$ cat config.mk
export PLATFORM = sky130hd
export DESIGN_NAME = ddr_init_seq
export DESIGN_NICKNAME = d
export VERILOG_FILES = /design/src/rtl/ddr_init_seq.sv
export SDC_FILE = /design/constraint.sdc
export NUM_CORES = 1
export LEC_CHECK = 0
export CAP_MARGIN = 20
export CORE_AREA = 2 2 82 84
export DETAILED_ROUTE_END_ITERATION = 7
export DIE_AREA = 0 0 84 86
export GPL_TIMING_DRIVEN = 0
export PLACE_DENSITY = 0.61
export SLEW_MARGIN = 30
export SYNTH_ARGS = -nofsm -noshare
export SYNTH_HDL_FRONTEND = slang
export SYNTH_SLANG_ARGS = --single-unit
export TNS_END_PERCENT = 30
$ cat constraint.sdc
create_clock -name clk -period 6.61 [get_ports clk]
set_input_delay 1.322 -clock clk [delete_from_list [all_inputs] [get_ports clk]]
set_output_delay 1.322 -clock clk [all_outputs]
set_load 0.01 [all_outputs]
$ cat src/rtl/ddr_init_seq.sv
// DDR SDRAM power-up init sequencer with a post-init refresh-interval timer.
// Command state and registered outputs are both updated from the same
// next-state decode, so the bus reflects the state entered at each edge.
module ddr_init_seq #(
  parameter int          WAIT_POWERUP     = 10000,
  parameter int          T_RP             = 2,
  parameter int          T_MRD            = 2,
  parameter int          T_RFC            = 4,
  parameter int          DLL_WAIT         = 200,
  parameter int          REFRESH_INTERVAL = 390,
  parameter logic [12:0] MODE_REG         = 13'h021,
  parameter logic [12:0] EXT_MODE_REG     = 13'h000
) (
  input  logic        clk,
  input  logic        reset,
  input  logic        ddr_clk_ok,
  output logic        cke,
  output logic        cs_n,
  output logic [2:0]  cmd,
  output logic [1:0]  ba,
  output logic [12:0] addr,
  output logic        done,
  output logic        refresh_req,
  input  logic        refresh_ack,
  output logic        refresh_overrun
);

  localparam logic [3:0] S_WAIT = 4'd0,  S_CKE  = 4'd1,  S_PRE1 = 4'd2,
                         S_EMR  = 4'd3,  S_MRD  = 4'd4,  S_PRE2 = 4'd5,
                         S_REF1 = 4'd6,  S_REF2 = 4'd7,  S_MR   = 4'd8,
                         S_DLLW = 4'd9,  S_DONE = 4'd10;

  localparam logic [2:0] C_NOP = 3'b111, C_PRE = 3'b010,
                         C_REF = 3'b001, C_LMR = 3'b000;

  localparam int GAP_MAX = (T_RP > T_MRD) ? ((T_RP > T_RFC) ? T_RP : T_RFC)
                                          : ((T_MRD > T_RFC) ? T_MRD : T_RFC);
  // Gap counter is loaded with gap-1, so clog2(max gap) bits suffice.
  localparam int GAP_W  = (GAP_MAX > 1) ? $clog2(GAP_MAX) : 1;
  localparam int WAIT_W = (WAIT_POWERUP > 0) ? $clog2(WAIT_POWERUP + 1) : 1;
  localparam int DLL_W  = (DLL_WAIT > 0) ? $clog2(DLL_WAIT + 1) : 1;
  localparam int RI_W   = (REFRESH_INTERVAL > 1) ? $clog2(REFRESH_INTERVAL) : 1;

  logic [3:0]        r_state;
  logic              r_issue;      // 1 during the single command cycle of a state
  logic [GAP_W-1:0]  r_gap;
  logic [WAIT_W-1:0] r_wait;
  logic [DLL_W-1:0]  r_dll;        // cycles elapsed since the DLL-reset MRS (saturating)
  logic [RI_W-1:0]   r_tmr;
  logic              r_cke, r_cs_n, r_done, r_req, r_ovr;
  logic [2:0]        r_cmd;
  logic [1:0]        r_ba;
  logic [12:0]       r_addr;

  logic [3:0]        w_nstate;
  logic              w_nissue;
  logic [GAP_W-1:0]  w_ngap;
  logic [WAIT_W-1:0] w_nwait;
  logic              w_dll_met, w_wrap;
  logic              w_cke, w_done;
  logic [2:0]        w_cmd;
  logic [1:0]        w_ba;
  logic [12:0]       w_addr;

  function automatic int gap_of(input logic [3:0] s);
    case (s)
      S_PRE1, S_PRE2:       gap_of = T_RP;
      S_EMR, S_MRD, S_MR:   gap_of = T_MRD;
      S_REF1, S_REF2:       gap_of = T_RFC;
      default:              gap_of = 0;
    endcase
  endfunction

  function automatic logic [3:0] next_of(input logic [3:0] s);
    case (s)
      S_PRE1:  next_of = S_EMR;
      S_EMR:   next_of = S_MRD;
      S_MRD:   next_of = S_PRE2;
      S_PRE2:  next_of = S_REF1;
      S_REF1:  next_of = S_REF2;
      S_REF2:  next_of = S_MR;
      default: next_of = S_DLLW;
    endcase
  endfunction

  assign w_dll_met = int'(r_dll) >= DLL_WAIT;
  assign w_wrap    = (r_state == S_DONE) && (int'(r_tmr) == REFRESH_INTERVAL - 1);

  // Next-state decode: command cycle, then gap NOPs, then the following state.
  always_comb begin
    w_nstate = r_state;
    w_nissue = 1'b0;
    w_ngap   = r_gap;
    w_nwait  = r_wait;
    case (r_state)
      S_WAIT: begin
        if (int'(r_wait) >= WAIT_POWERUP) w_nstate = S_CKE;
        else                              w_nwait  = r_wait + WAIT_W'(1);
      end
      S_CKE: begin
        w_nstate = S_PRE1;
        w_nissue = 1'b1;
      end
      S_DLLW: if (w_dll_met) w_nstate = S_DONE;
      S_DONE: ;
      default: begin
        if (r_issue && gap_of(r_state) != 0) begin
          w_ngap = GAP_W'(gap_of(r_state) - 1);
        end else if (r_issue || r_gap == '0) begin
          w_nstate = next_of(r_state);
          w_nissue = (w_nstate != S_DLLW);
          // DLL wait already satisfied: skip DLLW entirely
          if (w_nstate == S_DLLW && w_dll_met) w_nstate = S_DONE;
        end else begin
          w_ngap = r_gap - GAP_W'(1);
        end
      end
    endcase
  end

  // Bus values for the state being entered.
  always_comb begin
    w_cke  = (w_nstate != S_WAIT);
    w_done = (w_nstate == S_DONE);
    w_cmd  = C_NOP;
    w_ba   = 2'b00;
    w_addr = 13'h0000;
    if (w_nissue) begin
      case (w_nstate)
        S_PRE1, S_PRE2: begin w_cmd = C_PRE; w_addr = 13'h0400; end
        S_EMR:          begin w_cmd = C_LMR; w_ba = 2'b01; w_addr = EXT_MODE_REG; end
        S_MRD:          begin w_cmd = C_LMR; w_addr = MODE_REG | 13'h0100; end
        S_REF1, S_REF2: w_cmd = C_REF;
        S_MR:           begin w_cmd = C_LMR; w_addr = MODE_REG; end
        default:        ;
      endcase
    end
  end

  // Sequencer state, timers and registered outputs; clock loss behaves like reset.
  always_ff @(posedge clk or posedge reset) begin
    if (reset) begin
      r_state <= S_WAIT; r_issue <= 1'b0; r_gap <= '0; r_wait <= '0;
      r_dll   <= '0;     r_tmr   <= '0;
      r_cke   <= 1'b0;   r_cs_n  <= 1'b0; r_cmd <= C_NOP; r_ba <= 2'b00;
      r_addr  <= '0;     r_done  <= 1'b0; r_req <= 1'b0;  r_ovr <= 1'b0;
    end else if (!ddr_clk_ok) begin
      r_state <= S_WAIT; r_issue <= 1'b0; r_gap <= '0; r_wait <= '0;
      r_dll   <= '0;     r_tmr   <= '0;
      r_cke   <= 1'b0;   r_cs_n  <= 1'b0; r_cmd <= C_NOP; r_ba <= 2'b00;
      r_addr  <= '0;     r_done  <= 1'b0; r_req <= 1'b0;  r_ovr <= 1'b0;
    end else begin
      r_state <= w_nstate;
      r_issue <= w_nissue;
      r_gap   <= w_ngap;
      r_wait  <= w_nwait;
      r_cke   <= w_cke;
      r_cs_n  <= 1'b0;
      r_cmd   <= w_cmd;
      r_ba    <= w_ba;
      r_addr  <= w_addr;
      r_done  <= w_done;
      if (w_nstate == S_MRD && r_state != S_MRD) r_dll <= DLL_W'(1);
      else if (!w_dll_met)                       r_dll <= r_dll + DLL_W'(1);
      if (r_state == S_DONE) begin
        r_tmr <= w_wrap ? '0 : r_tmr + RI_W'(1);
        if (w_wrap) begin
          r_req <= 1'b1;                 // a fresh request beats a same-cycle ack
          if (r_req) r_ovr <= 1'b1;
        end else if (refresh_ack && r_req) begin
          r_req <= 1'b0;
        end
      end
    end
  end

  assign cke             = r_cke;
  assign cs_n            = r_cs_n;
  assign cmd             = r_cmd;
  assign ba              = r_ba;
  assign addr            = r_addr;
  assign done            = r_done;
  assign refresh_req     = r_req;
  assign refresh_overrun = r_ovr;

endmodule

==> results of run 1 <==
report_power, final:
group	internal, mW	switching [mW]
Sequential	0.303	0.00435
Clock	0.0744	0.109
Combinational	0.0120	0.0192
placed cells by master (no fill, tap or decap), types with 7 or more instances in the layout:
cell and n:
a21oi_1 23, nand4_1 7, clkdlybuf4s50_1 15, conb_1 11, buf_4 12, dfrtp_1 46, o21ai_0 15, inv_1 11
xnor2_1 8, nand3_1 7, nor3_1 7, nor2_1 41, clkbuf_1 8, ha_1 7, nand2_1 21, xor2_1 9
routing by layer:
metal / wire, microns / vias up / global-route usage, %
li1: - / 1077 / -
met1: 2620 / 1031 / 20.0
met2: 2410 / 37 / 25.4
met3: 178 / 5 / 3.27
met4: 52 / 0 / 4.99
met5: 0 / - / 0
sequential cells by signal, indices dropped and copies added (netlist names):
signal           cells
r_issue              1
r_tmr                9
r_gap                2
cmd                  3
done                 1
cke                  1
refresh_req          1
addr                 3
r_wait              14
refresh_overrun      1
ba                   1
r_dll                8
r_state              4
critical path, delay by kind of cell:
kind,cells,cell delay [ns]
buf+inv,2,0.73
simple gates,3,1.09
compound gates,1,0.06
worst paths after layout:
path / slack, ns / to / depth (start not counted) / from
max in group asynchronous: 4.78 / r_state[1] / 2 / reset
worst max-delay path: 3.61 / cmd[1] / 6 / ddr_clk_ok
worst min register to register: 0.50 / r_gap[0] / 1 / r_gap[0]
worst max register to register: 4.28 / r_wait[6] / 5 / r_wait[4]
min in group asynchronous: 1.43 / r_tmr[8] / 2 / reset
worst min-delay path: 0.50 / r_gap[0] / 1 / r_gap[0]
logic make-up (layout without fill, tap and decap cells):
kind of cell    Yosys count  after routing  share of synthesized area, %
compound gates           60             60                          13.8
flops                    49             49                          44.9
other cells               1             11                         0.137
fa+ha+maj                 7              7                          3.19
buf+inv                  36             59                          6.94
mux                       3              3                          1.14
simple gates            125            125                          24.5
xor+xnor                 17             17                          5.43
metrics by stage:
stage	area [sq um]	util, %	hold slack, ns	worst slack (ns)	power, mW
finish	3120	49.7	0.500	3.61	0.523
global route	3120	49.7	0.545	3.49	0.546
CTS	3120	49.7	0.504	3.59	0.529
detailed placement	3030	48.2	0.485	3.26	0.345
global placement	3030	48.2	0.471	3.09	0.345
floorplan	2780	-	0.457	4.12	0.337
area by class of cell:
type / count / area (sq um) / area share (%)
Inverter: 13 / 51.3 / 1.64
Sequential cell: 49 / 1230 / 39.4
Tap cell: 77 / 96.3 / 3.09
Clock buffer: 5 / 68.8 / 2.21
Multi-Input combinational cell: 223 / 1360 / 43.6
Buffer: 23 / 141 / 4.53
Timing Repair Buffer: 15 / 150 / 4.81
Clock inverter: 3 / 22.5 / 0.722
==> run_results.csv, run 1 <==
group,metric,value,unit
worst_setup_path,cp-end-kind,"flip-flop",
clocking,ctsHoldBuffers,0,
place,place_hpwl,3600,microns
pwr,pwr_density_cell,168,mW/mm^2
logic_synthesis,ys_types,53,
sta,slew_headroom,54.5,%
logic_synthesis,async_flop_share,100,%
logic_synthesis,ys_seq_area_share,44.9,%
sta,period_share,45.4,%
flow_run,maxCapViolCount,0,
logic_synthesis,synth_ff_type,"dfrtp_1",
worst_setup_path,crit_path_top_delay_cell,"nor3_1",
die,die_width,84,microns
sta,hold_violations,0,
clocking,clk_pin_slew_worst_paths,0.09,ns
clocking,ctsResizeCount,0,
die,die_h,86,microns
worst_setup_path,crit_path_cell_trace,"clkdlybuf4s50_1 > clkinv_1 > nor3_1 > nand2_1 > nor3b_1 > a31oi_1",
logic_synthesis,synth.ff_latch_count,49,
logic_synthesis,post-synth-top-area-cell,"dfrtp_1",
die,start_util,43.7,%
sta,setup_viol,0,
place,portBuffers,15,
logic_synthesis,synth.top_cell.area_share,42.0,%
layout,drive_gt1_share,11.8,%
grt,grt_pass1_wl,9070,microns
grt,antenna_found_initial,0,
run_status,status,"completed",
logic_synthesis,ys_top_cells_by_count,"dfrtp_1 (46), nor2_1 (41), a21oi_1 (23)",
grt,grt-ovfl-total,0,
layout,nFillCells,604,
route,avgRoutedWirePerCell,12.9,microns
route,vias_per_cell,5.27,
grt,grt_util_all_layers,15.3,%
grt,first_global_vias,2019,
sta,tns,0,ns
clocking,cts_buffers,5,
sta,finalCriticalPeriod,3.00,ns
layout,n_antenna_cell,0,
logic_synthesis,ys_warn_count,0,
layout,area_growth,13.8,%
logic_synthesis,postSynthCellCount,298,
worst_setup_path,crit_path_max_fanout,7,
clocking,post_cts_buffers,0,
route,firstDrtPassIters,4,
logic_synthesis,syn_area,0.00274,sq mm
logic_synthesis,synth_most_common_cell,"dfrtp_1",
clocking,cts_sinks,49,
worst_setup_path,cp.required,6.82,ns
route,drcViolationCount,0,
clocking,htreeDepth,2,
die,coreArea,0.00628,sq mm
die,die-area,0.00722,sq mm
layout,fin_cells,408,
clocking,cts_buffer_depth,2,
sta,rsz0062_at_grt,"false",
logic_synthesis,synth_enable_flop_cells,0,
place,gp_congestion,0.807,
route,vias,2150,
clocking,cts-root-buf,"clkbuf_8",
worst_setup_path,slowest_delay,0.63,ns
logic_synthesis,avgSynthCellArea,9.20,sq um
sta,final_max_slew_viol_count,0,
pwr,peakVddDrop,0.0946,mV
logic_synthesis,synth_area_leaders,"dfrtp_1 (42%), nor2_1 (5.6%), a21oi_1 (4.2%)",
die,pin_count,27,
sta,tightest_slew,0.678,ns
worst_setup_path,crit_arrival,3.22,ns
pwr,power_leakage,1.34,nW
route,ant_nets,0,
place,dp.cells,400,
worst_setup_path,cp-start-kind,"input port",
clocking,clk_latency,0.31,ns
sta,skew,0.00740,ns
worst_setup_path,critPathKind,"in -> reg",
clocking,cts_tree,"done",
min_path,worstHoldPathType,"reg -> reg",
grt,grt_max_degree,50,
layout,num-nets-final,341,
route,wl,5260,microns
route,drt_iter0_markers,108,
sta,fmax,333,MHz
die,num_rows,29,
Power figures use the tool's default switching activity.
==> run 2, diff against run 1 <==
==> constraint.sdc (replaced) <==
create_clock -name clk -period 3.11 [get_ports clk]
set_input_delay 0.622 -clock clk [delete_from_list [all_inputs] [get_ports clk]]
set_output_delay 0.622 -clock clk [all_outputs]
set_load 0.01 [all_outputs]
==> results of run 2 <==
The final DEF is identical to that of run 1. Status: completed.
Main changes from that run: setup slack after placement 3.26 ns -> 0.458 ns; clock-pin slew on the worst setup and hold paths 0.09 ns -> 0.10 ns; setup slack after layout 3.61 ns -> 0.776 ns; start point of the critical path ddr_clk_ok -> r_wait[4]; end point of the critical path cmd[1] -> r_wait[6]; register-to-register setup slack 4.28 ns -> 0.78 ns; total power 0.523 mW -> 1.11 mW; worst IR drop on VDD 0.0946 mV -> 0.201 mV
